### config.mk
export PLATFORM = sky130hd
export DESIGN_NAME = samp_clk_gen
export DESIGN_NICKNAME = d
export VERILOG_FILES = /design/src/rtl/samp_clk_gen.sv
export SDC_FILE = /design/constraint.sdc
export NUM_CORES = 1
export LEC_CHECK = 0
export CAP_MARGIN = 40
export CELL_PAD_IN_SITES_DETAIL_PLACEMENT = 0
export CELL_PAD_IN_SITES_GLOBAL_PLACEMENT = 1
export CORE_UTILIZATION = 46
export DETAILED_ROUTE_END_ITERATION = 8
export PLACE_DENSITY_LB_ADDON = 0.08
export SKIP_CTS_REPAIR_TIMING = 1
export SLEW_MARGIN = 20
export SYNTH_ARGS = -nofsm -noshare
export SYNTH_HDL_FRONTEND = slang
export SYNTH_SLANG_ARGS = --single-unit
### constraint.sdc
create_clock -name sys_clk -period 6.4 [get_ports sys_clk]
set_input_delay 1.28 -clock sys_clk [delete_from_list [all_inputs] [get_ports sys_clk]]
set_output_delay 1.28 -clock sys_clk [all_outputs]
set_load 0.03 [all_outputs]
### src/rtl/samp_clk_gen.sv
// samp_clk_gen: programmable 50%-duty sample clock divider with glitch-free divisor update.
// Optional build macro SAMP_BURST_EN adds a burst sequencer (IDLE/RUN/DONE) that gates the run.
// Ports:
//   sys_clk     in  1      system clock, rising edge only
//   rst         in  1      synchronous active-high reset
//   en          in  1      run enable
//   div_val     in  CNT_W  requested half-period in sys_clk cycles (0 is treated as 1)
//   div_load    in  1      single-cycle request to capture div_val
//   burst_len   in  16     strobes per burst            (SAMP_BURST_EN only)
//   burst_start in  1      start a burst when idle      (SAMP_BURST_EN only)
//   burst_busy  out 1      burst in RUN or DONE         (SAMP_BURST_EN only)
//   burst_done  out 1      one-cycle end-of-burst pulse (SAMP_BURST_EN only)
//   div_ack     out 1      pulse in the cycle a new half-period takes effect
//   samp_clk    out 1      divided sample clock, registered
//   samp_stb    out 1      pulse in the cycle samp_clk rises
//   half_cur    out CNT_W  active half-period
module samp_clk_gen #(
    parameter int CNT_W        = 32,
    parameter int HALF_DEFAULT = 50000
) (
    input  logic             sys_clk,
    input  logic             rst,
    input  logic             en,
    input  logic [CNT_W-1:0] div_val,
    input  logic             div_load,
`ifdef SAMP_BURST_EN
    input  logic [15:0]      burst_len,
    input  logic             burst_start,
    output logic             burst_busy,
    output logic             burst_done,
`endif
    output logic             div_ack,
    output logic             samp_clk,
    output logic             samp_stb,
    output logic [CNT_W-1:0] half_cur
);
    localparam logic [CNT_W-1:0] ONE       = CNT_W'(1);
    localparam logic [CNT_W-1:0] HALF_INIT = CNT_W'(HALF_DEFAULT);

    logic [CNT_W-1:0] cnt_q, cnt_d, half_q, half_d, pend_q, pend_d;
    logic             clk_q, clk_d, stb_q, stb_d, ack_q, ack_d, pv_q, pv_d;
    logic             run, bnd, apply;

`ifdef SAMP_BURST_EN
    typedef enum logic [1:0] {IDLE, RUN, DONE} burst_state_t;
    burst_state_t st_q;
    logic [15:0]  rem_q;
    logic         busy_q, done_q;

    assign run = en && st_q == RUN;

    // rem_q counts strobes still owed; the burst ends on the falling
    // boundary that follows the last strobe, so the final high half completes.
    always_ff @(posedge sys_clk) begin
        if (rst) begin
            st_q   <= IDLE;
            rem_q  <= '0;
            busy_q <= 1'b0;
            done_q <= 1'b0;
        end else begin
            done_q <= 1'b0;
            case (st_q)
                IDLE: if (burst_start && en) begin
                    rem_q  <= burst_len;
                    st_q   <= (burst_len == '0) ? DONE : RUN;
                    busy_q <= 1'b1;
                    done_q <= burst_len == '0;
                end
                RUN: if (!en) begin
                    st_q   <= IDLE;
                    busy_q <= 1'b0;
                end else if (bnd && clk_q && rem_q == '0) begin
                    st_q   <= DONE;
                    done_q <= 1'b1;
                end else if (bnd && !clk_q) begin
                    rem_q <= rem_q - 16'd1;
                end
                default: begin
                    st_q   <= IDLE;
                    busy_q <= 1'b0;
                end
            endcase
        end
    end

    assign burst_busy = busy_q;
    assign burst_done = done_q;
`else
    assign run = en;
`endif

    // A toggle boundary is the last cycle of a half-period; divisor changes
    // land only here (or while stopped) so no half-period is ever truncated.
    assign bnd   = run && cnt_q == half_q - ONE;
    assign apply = pv_q && (bnd || !run);

    always_comb begin
        cnt_d  = run ? (bnd ? '0 : cnt_q + ONE) : '0;
        clk_d  = run && (bnd ? !clk_q : clk_q);
        stb_d  = bnd && !clk_q;
        ack_d  = apply;
        half_d = apply ? pend_q : half_q;
        pend_d = div_load ? ((div_val == '0) ? ONE : div_val) : pend_q;
        // A load coinciding with an apply stays pending for the next boundary.
        pv_d   = div_load || (pv_q && !apply);
    end

    always_ff @(posedge sys_clk) begin
        if (rst) begin
            cnt_q  <= '0;
            clk_q  <= 1'b0;
            stb_q  <= 1'b0;
            ack_q  <= 1'b0;
            pv_q   <= 1'b0;
            pend_q <= HALF_INIT;
            half_q <= HALF_INIT;
        end else begin
            cnt_q  <= cnt_d;
            clk_q  <= clk_d;
            stb_q  <= stb_d;
            ack_q  <= ack_d;
            pv_q   <= pv_d;
            pend_q <= pend_d;
            half_q <= half_d;
        end
    end

    assign div_ack  = ack_q;
    assign samp_clk = clk_q;
    assign samp_stb = stb_q;
    assign half_cur = half_q;
endmodule

==> summary.md <==
| Metric | Value |
|---|---|
| Clock slew at reported path FFs | 0.07 ns |
| Gr ovfl total | 0 |
| Required @ worst endpoint | 6.61 ns |
| Placed Cells | 929 |
| Lkg Pwr | 2.27 nW |
| Die ar. | 13700 µm² |
| TNS Setup | 0 ns |
| Initial antenna violation count | 0 |
| Fmax | 249 MHz |
| Num ports | 71 |
| Flop-to-flop setup slack | 2.39 ns |
| Adder-cell share of the synthesized area | 0.00618 |
| Area fraction in compound gates after synthesis | 0.149 |
| Core area | 12800 µm² |
| Clock tree from TritonCTS | built |
| Detail Route Antenna Nets | 0 |
| Antenna diode count | 0 |
| Share of cells above drive strength 1 | 0.0583 |
| Residual DRC count | 0 |
| DIE WIDTH | 117 µm |
| Crit path kind | flop to flop |
| Tmin final | 4.01 ns |
| Drt first pass iters | 5 |
| CP max stage cell | nor4_1 |
| Outcome | complete, no violations |
| Slew HR | 0.579 |
| Post-DP HPWL | 11700 µm |
| CTS Buf Count | 9 |
| Gr usage total | 0.259 |
| Finished Cell Area | 7160 µm² |
| Drt initial violations | 498 |
| Worst Skew | 0.00958 ns |
| Yosys warns | 0 |
| Pwr/cell area | 195 nW/µm² |
| Final setup violating endpoints | 0 |
| Final hold vios | 0 |
| WL/cell | 17.6 µm |
| Vias in the first global route | 5171 |
| Ys async rst share | 0 |
| H-tree depth | 3 |
| Critical path endpoint category | flop |
| Final Cycle Share | 0.627 |
| CTS root buf | clkbuf_16 |
| Cells after Synth | 739 |
| Dpl ws | 2.34 ns |
| DP Area | 6890 µm² |
| RSZ-0062 raised after global routing | no |
| Routability cong. | 0.847 |
| Post-synth net total | 778 |
| Area delta synth->final | 17.8% |
| Synth area leaders | dfxtp_1 33%, xnor2_1 6.1%, mux2i_1 4.9% |
| CP peak stage delay | 0.61 ns |
| Worst Path Max Fanout | 27 |
| Main combinational cell family by area after synthesis | simple AND/OR/NAND/NOR gates |
| Max VDD drop | 0.119 mV |
| Dominant cell type by area after synthesis | dfxtp_1 |
| Main synth FF type | dfxtp_1 |
| Cell with the most instances after synthesis | dfxtp_1 |
| Largest net degree at the start of global routing | 72 |
| Die Y-Extent | 117 µm |
| Synthesized flop and latch total | 100 |
| Post-synth top cells | 100 x dfxtp_1, 75 x nand2_1, 56 x nor2_1, 54 x nor3_1, 45 x clkbuf_1 |
| Fin. max-slew vios | 0 |
| Post-synthesis sequential area ratio | 0.329 |
| Post-synthesis area per instance | 8.23 µm² |
| Starting Density | 0.476 |
| Clock Latency Late Sink | 0.36 ns |
| Yosys top cell area share | 0.329 |
| Max-Cap Viols | 0 |
| Met1 WL | 8250 µm |
| Crit path cell chain | nor4_1 -> and4b_1 -> mux2i_1 -> mux2i_1 -> o21ai_0 -> nand4_4 -> nor2_4 -> buf_4 -> o311ai_0 |
| Top routing layer in use | met4 |
| Worst hold-check path type | flop to flop |
| Routed vias/inst | 5.99 |
| DR WL met3 | 747 µm |
| Final WS setup | 2.39 ns |
| Pin slew with the least headroom to its limit | 0.625 ns |
| Layout Cells excl Fill | 944 |
| Area share of and/or/nand/nor cells after synthesis | 0.312 |
| Routed via count | 5651 |
| Multiplexer share of the synthesized area | 0.0494 |
| CP most frequent cell | mux2i_1 |
| First-pass GRT wire length | 27000 µm |
| Crit path DAT | 4.22 ns |
| Clock sink count | 100 |
| Total length of routed met2 wires | 7250 µm |
| Crit path launch type | flop |
| Row count | 41 |
| Post-synth EDFFs | 0 |
| Synth Area in XOR/XNOR | 0.105 |
| Net count, final | 807 |
| WL final | 16600 µm |
| Distinct cells, synth | 62 |
| Port Buffer Count | 70 |
| Cell area after synthesis | 6080 µm² |
| Max clock buf depth | 2 |
## worst max-delay path: cells and delay by family, from the launching register on
kind	cells	cell delay, ns
buffers and inverters	1	0.40
multiplexers	2	0.28
AO/OA/AOI/OAI	2	0.69
flip-flops	1	0.39
AND/OR/NAND/NOR	4	2.08
## state kept, by name (all words and copies together), names as in the netlist
signal	flops
pend_q	32
cnt_q	32
half_cur	32
pv_q	1
samp_clk	1
samp_stb	1
div_ack	1
## layout by cell type (no fill, tap or decap), types with 10 or more instances in the layout
cell type | Yosys | routed
a31oi_1 | 27 | 27
and3_1 | 10 | 10
clkdlybuf4s50_1 | 0 | 68
dfxtp_1 | 100 | 99
inv_1 | 10 | 10
mux2i_1 | 30 | 30
nand2_1 | 75 | 75
nand3_1 | 18 | 18
nand4_1 | 12 | 12
nor2_1 | 56 | 55
nor3_1 | 54 | 54
nor3b_1 | 24 | 24
nor4_1 | 16 | 16
o311ai_1 | 20 | 20
or4_1 | 29 | 29
xnor2_1 | 42 | 42
xor2_1 | 31 | 31
## cell families (layout without fill, tap and decap cells)
group / after synthesis / after routing
AO/OA/AOI/OAI: 115 / 115
XOR/XNOR: 73 / 73
adder cells (fa/ha/maj): 3 / 3
buffers and inverters: 74 / 107
flip-flops: 100 / 100
multiplexers: 30 / 30
AND/OR/NAND/NOR: 344 / 344
## worst paths after layout
| path | cells past startpoint | startpoint | endpoint |
|---|---|---|---|
| worst max-delay path | 9 | half_cur[8]$_SDFFE_PP1P_ | half_cur[5]$_SDFFE_PP0P_ |
| worst min-delay path | 2 | pend_q[16]$_SDFFE_PP0P_ | half_cur[16]$_SDFFE_PP0P_ |
| worst max register to register | 9 | half_cur[8]$_SDFFE_PP1P_ | half_cur[5]$_SDFFE_PP0P_ |
| worst min register to register | 2 | pend_q[16]$_SDFFE_PP0P_ | half_cur[16]$_SDFFE_PP0P_ |
## cell type report
| cell class | count | area, µm² |
|---|---|---|
| inverters | 11 | 41.3 |
| multi-input cells | 565 | 3780 |
| clock inverters | 6 | 48.8 |
| clock buffers | 9 | 225 |
| repair buffers | 81 | 845 |
| well taps | 172 | 215 |
| flip-flops and latches | 100 | 2000 |
| fillers | 1175 | 5610 |
## power breakdown
part	internal, mW	leakage (nW)	switching, mW	total [mW]
Sequential	0.643	0.815	0.0349	0.678
Combinational	0.0854	1.33	0.109	0.194
Clock	0.266	0.130	0.257	0.523
Total	0.995	2.27	0.401	1.40
## layer usage
metal,global-route usage,up-vias
li1,-,2803
met1,0.366,2684
met2,0.388,139
met3,0.0489,25
met4,0.102,0
met5,0,-
## stage by stage
step | total power [mW] | hold slack, ns | utilization
after floorplan | 0.808 | 0.475 | -
after global placement | 0.878 | 0.503 | 0.531
after detailed placement | 0.886 | 0.514 | 0.539
after CTS | 1.41 | 0.530 | 0.561
after global routing | 1.46 | 0.569 | 0.561
final | 1.40 | 0.530 | 0.561
(Power assumes the default switching activity.)
